===== src/rtl/kong_pkg.sv =====
// Shared types and constants for the Kong sprite collision logic.
package kong_pkg;

    // Signed screen coordinate.
    typedef logic signed [10:0] location;

    // One bit per edge of Kong's bounding box.
    typedef logic [3:0] edge_vector;

    localparam int E_BOTTOM = 0;
    localparam int E_RIGHT  = 1;
    localparam int E_TOP    = 2;
    localparam int E_LEFT   = 3;

    // Kong bounding-box size in pixels.
    localparam int KONG_WIDTH = 32;
    localparam int KONG_HIGHT = 64;

    // Collision targets tracked per edge.
    localparam int N_TARGETS  = 2;
    localparam int T_PLATFORM = 0;
    localparam int T_ROPE     = 1;

    typedef enum logic [0:0] {
        S_WAIT_SOF,
        S_ACCUM
    } edge_state_e;

endpackage


===== src/rtl/kong_edge_counter.sv =====
// Saturating hit counter with synchronous clear and a threshold compare.
// The compare includes the increment presented this cycle, so a clear and a
// final hit arriving together are still reflected in ge_o.
module kong_edge_counter
    import kong_pkg::*;
#(
    parameter int unsigned CNT_W    = 6,
    parameter int unsigned MIN_HITS = 2
) (
    input  logic clk,
    input  logic resetN,
    input  logic inc_i,
    input  logic clear_i,
    output logic ge_o
);

    localparam logic [CNT_W-1:0] CntMax = '1;
    localparam logic [CNT_W-1:0] Thresh = CNT_W'(MIN_HITS);

    logic [CNT_W-1:0] cnt_q;
    logic [CNT_W-1:0] cnt_d;
    logic [CNT_W-1:0] cnt_inc;

    // Saturating increment, threshold compare and clear.
    always_comb begin
        cnt_inc = cnt_q;
        if (inc_i && (cnt_q != CntMax)) begin
            cnt_inc = cnt_q + CNT_W'(1);
        end
        ge_o  = (cnt_inc >= Thresh);
        cnt_d = clear_i ? '0 : cnt_inc;
    end

    // Counter state.
    always_ff @(posedge clk or negedge resetN) begin
        if (!resetN) begin
            cnt_q <= '0;
        end else begin
            cnt_q <= cnt_d;
        end
    end

endmodule


===== src/rtl/kong_edge_detector.sv =====
// Per-frame edge-contact detector for Kong against platforms and ropes.
// Classifies each Kong pixel that coincides with a target into edge bands,
// counts hits per edge and target, and publishes thresholded edge vectors
// once per frame.
module kong_edge_detector
    import kong_pkg::*;
#(
    parameter int unsigned EDGE_BAND = 4,
    parameter int unsigned MIN_HITS  = 2,
    parameter int unsigned CNT_W     = 6
) (
    input  logic       clk,
    input  logic       resetN,
    input  logic       startOfFrame,
    input  location    pixelX,
    input  location    pixelY,
    input  location    topLeftX,
    input  location    topLeftY,
    input  logic       kongDrawingRequest,
    input  logic       platformDrawingRequest,
    input  logic       ropeDrawingRequest,
    output edge_vector platformEdges,
    output edge_vector ropeEdges,
    output logic       edgesValid
);

    localparam int unsigned CntMax = (1 << CNT_W) - 1;

    localparam location BoxW     = location'(KONG_WIDTH);
    localparam location BoxH     = location'(KONG_HIGHT);
    localparam location BandW    = location'(EDGE_BAND);
    localparam location RightLo  = location'(KONG_WIDTH - int'(EDGE_BAND));
    localparam location BottomLo = location'(KONG_HIGHT - int'(EDGE_BAND));

    location    off_x;
    location    off_y;
    logic       in_box;
    edge_vector bands;

    logic [N_TARGETS-1:0][3:0] hit_d;
    logic [N_TARGETS-1:0][3:0] hit_q;
    logic [N_TARGETS-1:0][3:0] ge;
    logic [N_TARGETS-1:0][3:0] edges_d;
    logic [N_TARGETS-1:0][3:0] edges_q;
    logic                      valid_d;
    logic                      valid_q;
    logic                      publish;

    edge_state_e state_q;
    edge_state_e state_d;

    // Classify the current pixel against Kong's box and its edge bands.
    always_comb begin
        off_x  = pixelX - topLeftX;
        off_y  = pixelY - topLeftY;
        in_box = kongDrawingRequest && !off_x[10] && (off_x < BoxW)
                 && !off_y[10] && (off_y < BoxH);
        bands           = '0;
        bands[E_LEFT]   = (off_x < BandW);
        bands[E_RIGHT]  = (off_x >= RightLo);
        bands[E_TOP]    = (off_y < BandW);
        bands[E_BOTTOM] = (off_y >= BottomLo);
        hit_d             = '0;
        hit_d[T_PLATFORM] = (in_box && platformDrawingRequest) ? bands : '0;
        hit_d[T_ROPE]     = (in_box && ropeDrawingRequest) ? bands : '0;
    end

    // One-cycle classification pipeline.
    always_ff @(posedge clk or negedge resetN) begin
        if (!resetN) begin
            hit_q <= '0;
        end else begin
            hit_q <= hit_d;
        end
    end

    // One counter per edge and target; all clear at start of frame.
    for (genvar t = 0; t < N_TARGETS; t++) begin : gen_target
        for (genvar e = 0; e < 4; e++) begin : gen_edge
            kong_edge_counter #(
                .CNT_W    (CNT_W),
                .MIN_HITS (MIN_HITS)
            ) u_cnt (
                .clk     (clk),
                .resetN  (resetN),
                .inc_i   (hit_q[t][e]),
                .clear_i (startOfFrame),
                .ge_o    (ge[t][e])
            );
        end
    end

    // FSM state register.
    always_ff @(posedge clk or negedge resetN) begin
        if (!resetN) begin
            state_q <= S_WAIT_SOF;
        end else begin
            state_q <= state_d;
        end
    end

    // FSM next state: the first frame start only arms accumulation.
    always_comb begin
        state_d = state_q;
        unique case (state_q)
            S_WAIT_SOF: if (startOfFrame) state_d = S_ACCUM;
            S_ACCUM:    state_d = S_ACCUM;
            default:    state_d = S_WAIT_SOF;
        endcase
    end

    // FSM outputs: publish the ending frame on each start of frame once armed.
    always_comb begin
        publish = (state_q == S_ACCUM) && startOfFrame;
        edges_d = publish ? ge : edges_q;
        valid_d = publish;
    end

    // Published edge vectors and valid pulse.
    always_ff @(posedge clk or negedge resetN) begin
        if (!resetN) begin
            edges_q <= '0;
            valid_q <= 1'b0;
        end else begin
            edges_q <= edges_d;
            valid_q <= valid_d;
        end
    end

    assign platformEdges = edges_q[T_PLATFORM];
    assign ropeEdges     = edges_q[T_ROPE];
    assign edgesValid    = valid_q;

    // A zero threshold or one the counter cannot reach makes the edges meaningless.
    param_ok_a: assert property (@(posedge clk) (MIN_HITS >= 1) && (MIN_HITS <= CntMax))
        else $error("kong_edge_detector: MIN_HITS out of range");

endmodule


===== config.mk =====
export PLATFORM = sky130hd
export DESIGN_NAME = kong_edge_detector
export DESIGN_NICKNAME = d
export VERILOG_FILES = /design/src/rtl/kong_pkg.sv /design/src/rtl/kong_edge_counter.sv /design/src/rtl/kong_edge_detector.sv
export SDC_FILE = /design/constraint.sdc
export NUM_CORES = 1
export LEC_CHECK = 0
export CAP_MARGIN = 20
export CELL_PAD_IN_SITES_DETAIL_PLACEMENT = 2
export CELL_PAD_IN_SITES_GLOBAL_PLACEMENT = 2
export CORE_MARGIN = 1
export CORE_UTILIZATION = 34
export CTS_CLUSTER_SIZE = 8
export DETAILED_ROUTE_END_ITERATION = 10
export GPL_TIMING_DRIVEN = 0
export PLACE_DENSITY = 0.82
export SETUP_SLACK_MARGIN = 0.4
export SLEW_MARGIN = 10
export SYNTH_ARGS = -nofsm -noshare
export SYNTH_HDL_FRONTEND = slang
export SYNTH_SLANG_ARGS = --single-unit
export TNS_END_PERCENT = 50

===== constraint.sdc =====
create_clock -name clk -period 2.5 [get_ports clk]
set_input_delay 0.5 -clock clk [delete_from_list [all_inputs] [get_ports clk]]
set_output_delay 0.5 -clock clk [all_outputs]
set_load 0.05 [all_outputs]

## After elaboration in Yosys (flattened, before gate mapping)

Cells that the tools add are included.

| word-level totals | value |
|---|---|
| logic and storage cells | 84 |
| input port bits | 50 |
| bits in registers | 66 |
| output and inout port bits | 9 |

| operators by class | value |
|---|---|
| multiplexer cells | 20 |
| reduce and logical (&&, ||, !) cells | 17 |
| order comparisons | 14 |
| eq/ne operators | 8 |
| bitwise logic cells | 1 |
| $add $sub $neg | 10 |

Operators by type and width:

| cell | number |
|---|---|
| 2-to-1 mux 6 bit | 16 |
| adder 6 x 1 -> 6 bit (second input constant) | 8 |
| greater-or-equal comparator 6 x 2 -> 1 bit (second input constant) | 8 |
| inequality test 6 bit (second input constant) | 8 |
| < comparator 11 x 4 -> 1 bit (second input constant) | 2 |
| subtractor 11 bit | 2 |
| logical AND 1 bit | 15 |
| greater-or-equal comparator 11 x 6 -> 1 bit (second input constant) | 1 |
| greater-or-equal comparator 11 x 7 -> 1 bit (second input constant) | 1 |
| < comparator 11 x 7 -> 1 bit (second input constant) | 1 |
| < comparator 11 x 8 -> 1 bit (second input constant) | 1 |
| 2-to-1 mux 4 bit | 2 |
| logical NOT 1 bit | 2 |
| one-hot mux 1 bit (2 select lines) | 1 |
| 2-to-1 mux 1 bit | 1 |
| inverter 1 bit | 1 |

## Longest topological paths before layout

Gate-level depths: netlist of the first run.

| depth | value |
|---|---|
| depth after elaboration | 8 |
| depth in mapped cells | 11 |
| mapped depth without buffers | 10 |

## Hierarchy

From an unflattened synthesis of the first run, not the netlist that was laid out.

| second synthesis, totals | value |
|---|---|
| cell total of the unflattened synthesis | 588 |
| area, all modules | 5271.3 um2 |

By module, submodules not included:

| module | times used | sequential area each (um2) | cells an instance | area an instance (um2) |
|---|---|---|---|---|
| kong_edge_counter | 8 | 150.1 | 49 | 440.4 |
| kong_edge_detector | 1 | 450.4 | 196 | 1747.9 |

## Least setup slack after synthesis of the first run

No wires, ideal clock.

| path | value |
|---|---|
| path type | input port to flip-flop |
| start | input pixelX[0] |
| end | register hit_q[0] (netlist bit) |
| stages on the path | 10 |
| path buffers | 0 |
| required time | 2405 ps |
| library setup time | 95 ps |
| setup slack | -87 ps |
| arrival | 2492 ps |
| cells stage by stage | inv_1 ha_1 inv_1 fa_1 a211oi_2 nor4_1 o21ba_1 nor3_1 nand4_1 a211oi_1 |

RTL lines:

| element | RTL line | text |
|---|---|---|
| from (decl) | kong_edge_detector.sv:15 | `input location pixelX,` |
| to (signal assigned) | kong_edge_detector.sv:73 | `hit_q <= hit_d;` |
| to (decl) | kong_edge_detector.sv:41 | `logic [N_TARGETS-1:0][3:0] hit_q;` |

==> results.ini, run 1 <==
[run_status]
run_status=complete, but fails checks
violations=negative setup slack

[layout]
fillers=1310
diodes=0
fin_area_um2=6550
drive_gt1_share_pct=31.2
nets=694
syn2layout_area_growth_pct=48.0
fin_util_pct=51.7

[yosys]
ys_seq_elements=66
synth_edf_count=0
synth_area_um2=4430
yosys_warnings=0
ys_types=62
synthesis.nets=574
synthArstFlopShare_pct=100
synthCells=494
yosysSeqAreaShare_pct=37.3
synth_area_per_cell_um2=8.96
ys_dominant_reg_cell=dfrtp_1

[power_and_ir_drop]
pwr-share-comb_pct=27.2
power_frac_clock_pct=40.7
power_density_nw_per_um2=516
p_sw_w=0.00100
pwr-share-seq_pct=32.1
irDropWorstVdd_v=0.000327
p_sw_share_pct=29.6
p_int_w=0.00238
finalPower_w=0.00338
leakage_nw=2.82

[timing]
fin_crit_ps=2720
relSlewSlack_pct=55.8
timing.final.crit_share_pct=109
setup_slack_ps=-217
hold_violations=0
timing.fmax_ghz=0.368
holdWs_ps=35.9
maxSlewViolCount=0
tightest_slew_ps=662
skew_ps=5.68
finalSetupViolations=8
rsz0062_at_grt=yes

[floorplanning]
core-area_um2=12700
die_area_um2=13500
num_rows=41
die_h_um=116
die_w_um=116
ios=59
start_util_pct=34.9

[clock_network]
cts_buffers=9
clock_latency_ps=340
cts.sinks=66
htree_levels=3
cts-root-buf=clkbuf_16
clk_pin_slew_worst_paths_ps=60
cts_tree=done
clk_path_buf_depth=2

[worst_setup_path]
required_ps=2740
endpoint=hit_q[0]$_DFF_PN0_
crit_type=in2reg
reg2regPathDepth=7
cpPeakStageDelay_ps=580
critPathSlowestCell=a222oi_1
startpoint=topLeftX[6]
r2r-start=gen_target[0].gen_edge[0].u_cnt.cnt_q[1]$_DFF_PN0_
end_kind=flip-flop
arrival_ps=2950
path_max_fanout=6
r2r_end=platformEdges[0]$_DFFE_PN0P_
crit_chain=clkbuf_2, inv_2, ha_4, buf_6, buf_4, mux2i_1, a222oi_1, o31ai_2, buf_4, nor3_2, nand4_1, buf_6, a211oi_4
rrSetupSlack_ps=460
startpoint_type=primary input

[global_route]
grt_pass1_wl_um=25300
antenna_found_initial=0
grt_max_degree=51
gr-usage-all-layers_pct=24.7
grt_pass1_vias=4840
grt_overflow_total=0

[routing]
antenna_left=0
routed.top_layer=met4
wire_per_inst_um=22.5
drc=0
vias=4382
dr.pass1.iters=4
first_iter_violations=170
vias_per_cell=5.54
route.final.wire_length_um=17800
wl_met2_um=9910
drt-met1-wl_um=6950
wl_met3_um=417

[place]
placed_area_um2=5370
gp_congestion=0.792
io_buffers=58
place_ws_ps=-950
dp_hpwl_um=9740

[hold_path]
holdCritPathClass=in2async

[job]
cap_violations=0

kinds of logic (layout without fill, tap and decap cells):
family | Yosys count | count (layout) | synth area share, %
adders and majority gates | 30 | 30 | 8.82
xor gates and xnor gates | 50 | 50 | 9.89
buffers and inverters | 49 | 174 | 4.30
AOI/OAI and AO/OA | 87 | 87 | 14.5
muxes | 13 | 13 | 3.00
and+or+nand+nor | 199 | 199 | 22.2
DFF | 66 | 66 | 37.3
cell usage after synthesis, types with 3 or more instances:
cell | instances | area (µm²)
inv_1 | 36 | 135
nor2b_1 | 9 | 56.3
and3_1 | 3 | 18.8
nor4_1 | 4 | 25.0
nand3b_1 | 3 | 22.5
o221ai_1 | 3 | 26.3
mux2i_1 | 11 | 110
xor2_1 | 23 | 201
nand4_1 | 12 | 75.1
nor2_1 | 79 | 297
a21oi_1 | 12 | 60.1
and4_1 | 4 | 35.0
xnor2_1 | 27 | 236
clkbuf_1 | 8 | 30.0
dfrtp_1 | 66 | 1650
a21o_1 | 5 | 37.5
nand3_1 | 28 | 140
nand2_1 | 20 | 75.1
a31oi_1 | 7 | 43.8
or2_2 | 7 | 43.8
o21a_1 | 5 | 37.5
o21ai_1 | 7 | 35.0
a211oi_1 | 10 | 75.1
ha_1 | 28 | 350
or3_1 | 5 | 31.3
nor3_1 | 11 | 55.1
nand2b_1 | 3 | 18.8
nor3b_1 | 3 | 22.5
o21ai_0 | 9 | 45.0
repair_timing:
item	in CTS	in global routing
setup buffers	37	13
pin swaps	42	35
cloned	0	0
hold buffers	0	0
setup endpoints to repair	15	16
gates resized for setup	148	71
registers in the layout (all words and copies together) (netlist names):
| name | cells |
|---|---|
| gen_target.gen_edge.u_cnt.cnt_q | 48 |
| hit_q | 8 |
| platformEdges | 4 |
| ropeEdges | 4 |
| edgesValid | 1 |
| state_q | 1 |
layout make-up:
type | instances | area, µm² | share of cell area, %
multi-input cells | 379 | 3150 | 48.0
well taps | 172 | 215 | 3.28
clock inverters | 5 | 78.8 | 1.20
plain buffers | 13 | 101 | 1.55
clock buffers | 11 | 233 | 3.55
flip-flops and latches | 66 | 1650 | 25.2
repair buffers | 109 | 956 | 14.6
inverters | 36 | 169 | 2.58
layout by cell type, fill, tap and decap left out, drive strengths merged, types with 9 or more instances in the layout:
cell	instances
mux2i	11
nand2	20
o21ai	17
clkdlybuf4s50	18
nand3	28
nor2b	9
ha	28
dlygate4sd2	13
nand4	12
a211oi	11
nor2	79
buf	68
dfrtp	66
a21oi	12
inv	34
xnor2	27
nor3	12
xor2	23
clkbuf	23
worst min path at each step:
| stage | startpoint | end | cells after the start |
|---|---|---|---|
| floorplan | resetN | edgesValid$_DFF_PN0_ | 0 |
| global placement | state_q$_DFF_PN0_ | state_q$_DFF_PN0_ | 1 |
| detailed placement | resetN | gen_target[0].gen_edge[0].u_cnt.cnt_q[3]$_DFF_PN0_ | 1 |
| CTS | resetN | gen_target[0].gen_edge[0].u_cnt.cnt_q[2]$_DFF_PN0_ | 1 |
| global route | resetN | gen_target[0].gen_edge[0].u_cnt.cnt_q[5]$_DFF_PN0_ | 1 |
| finish | resetN | gen_target[0].gen_edge[0].u_cnt.cnt_q[5]$_DFF_PN0_ | 1 |
power by group through the flow:
stage                     sequential (W)  clock (W)  combinational (W)
after CTS                        0.00109    0.00137           0.000756
after floorplan                  0.00114          0           0.000326
after global routing             0.00109    0.00142           0.000974
after detailed placement         0.00110          0           0.000591
final                            0.00108    0.00137           0.000920
after global placement           0.00110          0           0.000564
per-layer routing:
layer	up-vias	track usage, %
li1	1980	-
met1	2259	26.3
met2	107	48.2
met3	36	3.53
met4	0	10.9
met5	-	0
through the flow:
| step | instances | setup TNS, ps |
|---|---|---|
| final | 791 | -1240 |
| after global routing | 791 | -2200 |
| after CTS | 778 | 0 |
| after detailed placement | 725 | -6740 |
| after global placement | 724 | -91760 |
| after floorplan | 494 | 0 |
critical path: cells and delay by family:
family	cells	cell delay, ps
AO/OA/AOI/OAI	3	1050
adder cells (fa/ha/maj)	1	280
AND/OR/NAND/NOR	2	310
multiplexers	1	70
buffers and inverters	6	740
Power figures use the tool's default switching activity.
==> run 2, diff against run 1 <==
--- a/config.mk
+++ b/config.mk
@@ -8,6 +8,7 @@
 export CAP_MARGIN = 20
 export CELL_PAD_IN_SITES_DETAIL_PLACEMENT = 2
 export CELL_PAD_IN_SITES_GLOBAL_PLACEMENT = 2
+export CORE_ASPECT_RATIO = 0.8
 export CORE_MARGIN = 1
 export CORE_UTILIZATION = 34
 export CTS_CLUSTER_SIZE = 8
==> results.ini, run 2 (synthesized netlist as in run 1, its figures left out) <==
[timing]
fin_crit_ps=2560
skew_ps=3.74
relSlewSlack_pct=62.4
setup_slack_ps=-55.7
fin_setup_tns_ps=-148
timing.final.crit_share_pct=102
rsz0062_at_grt=yes
timing.fmax_ghz=0.391
maxSlewViolCount=0
holdWs_ps=91.9
finalSetupViolations=5
tightest_slew_ps=565
hold_violations=0

[routing]
vias_per_cell=5.43
wl_met3_um=479
drc=0
first_iter_violations=123
wl_met2_um=8700
drt-met1-wl_um=7000
dr.pass1.iters=4
vias=4244
route.final.wire_length_um=16400
antenna_left=0
routed.top_layer=met4
wire_per_inst_um=21.0

[clock_network]
clk_path_buf_depth=2
cts-root-buf=clkbuf_16
clock_latency_ps=330
clk_pin_slew_worst_paths_ps=50
cts-hold-fix-buffers=0
cts_tree=done
htree_levels=3
cts_buffers=9
cts.sinks=66

[power_and_ir_drop]
p_sw_w=0.000925
leakage_nw=2.72
p_int_w=0.00222
power_frac_clock_pct=38.0
p_sw_share_pct=29.4
power_density_nw_per_um2=496
pwr-share-seq_pct=34.5
pwr-share-comb_pct=27.5
finalPower_w=0.00315
irDropWorstVdd_v=0.000262

[layout]
syn2layout_area_growth_pct=43.4
fin_area_um2=6350
largest_reg_flops=48
top_regs=gen_target.gen_edge.u_cnt.cnt_q x48, hit_q x8
final_cell_mix=nor2_1, dfrtp_1, buf_4
layout_commonest_cell=nor2_1
diodes=0
nets=686
top_register=gen_target.gen_edge.u_cnt.cnt_q
drive_gt1_share_pct=28.0
fillers=1311

[worst_setup_path]
cpPeakStageDelay_ps=370
crit_chain=buf_6, inv_4, ha_4, inv_2, fa_2, a21oi_4, o221ai_4, o41a_1, buf_4, nor3_2, nand4_1, buf_6, a211oi_4
crit_top_cell=buf_6
end_kind=flip-flop
crit_type=in2reg
critPathSlowestCell=fa_2
path_max_fanout=6
required_ps=2740
startpoint_type=primary input
arrival_ps=2800

[floorplanning]
start_util_pct=35.6
die_h_um=104
die_area_um2=13500
ios=59
num_rows=36
core-area_um2=12400
die_w_um=130

[run_status]
run_status=complete, but fails checks
violations=negative setup slack

[global_route]
antenna_found_initial=0
gr-usage-all-layers_pct=24.6
grt_pass1_wl_um=25600
grt_max_degree=39
grt_overflow_total=0
grt_pass1_vias=4753

[place]
placed_area_um2=5360
gp_congestion=0.786
dp_hpwl_um=9730
place_ws_ps=-895
io_buffers=58

[job]
cap_violations=0

[hold_path]
holdCritPathClass=in2async

-- run 2: cell types whose count changed in the layout (fill, tap and decap cells not counted), sizes merged --
cell / previous run / this run
inv: 34 / 36
dlymetal6s2s: 4 / 1
clkinv: 4 / 2
clkinvlp: 1 / 0
bufinv: 2 / 0
dlygate4sd2: 13 / 18
buf: 68 / 59
clkdlybuf4s15: 7 / 8
clkdlybuf4s50: 18 / 19
-- run 2: final timing paths --
| kind | start | to | slack, ps | cells past startpoint |
|---|---|---|---|---|
| max | pixelY[0] | hit_q[0]$_DFF_PN0_ | -60 | 13 |
| min | resetN | gen_target[0].gen_edge[0].u_cnt.cnt_q[5]$_DFF_PN0_ | 90 | 1 |
| max reg2reg | gen_target[1].gen_edge[1].u_cnt.cnt_q[0]$_DFF_PN0_ | ropeEdges[1]$_DFFE_PN0P_ | 570 | 7 |
| min reg2reg | state_q$_DFF_PN0_ | state_q$_DFF_PN0_ | 460 | 1 |
| max in group asynchronous | resetN | gen_target[1].gen_edge[0].u_cnt.cnt_q[0]$_DFF_PN0_ | 1870 | 2 |
| min in group clk | state_q$_DFF_PN0_ | state_q$_DFF_PN0_ | 460 | 1 |
-- run 2: cell type report --
class	count	area [µm²]	area share, %
clock buffers	14	274	4.32
inverters	36	160	2.52
multi-input cells	379	3070	48.4
flip-flops and latches	66	1650	26.0
clock inverters	2	10.0	0.158
repair buffers	101	876	13.8
well taps	171	214	3.37
plain buffers	13	90.1	1.42
-- run 2: metrics by stage --
step,util (%),instances
finish,51.1,782
global placement,43.0,723
floorplan,-,494
detailed placement,43.1,724
CTS,49.9,775
global route,51.1,782
-- run 2: layer usage --
layer	track usage [%]	vias up
met3	3.70	23
met4	7.89	0
met5	0	-
li1	-	1966
met1	28.9	2160
met2	45.1	95
-- run 2: power groups by stage --
stage	clock network, W	registers [W]	logic [W]
after floorplan	0	0.00114	0.000326
after CTS	0.00123	0.00108	0.000749
final	0.00120	0.00109	0.000865
after global routing	0.00128	0.00109	0.000916
after detailed placement	0	0.00110	0.000592
after global placement	0	0.00110	0.000565
-- run 2: critical path: cells and delay by family --
kind                     cells  cell delay (ps)
adder cells (fa/ha/maj)      2              500
buffers and inverters        5              540
AND/OR/NAND/NOR              2              350
AO/OA/AOI/OAI                4              900
-- run 2: what timing repair did --
item,CTS,global route
pin swaps,42,22
setup endpoints to repair,10,16
gates resized for setup,155,28
buffers inserted,35,7
gates cloned,0,0
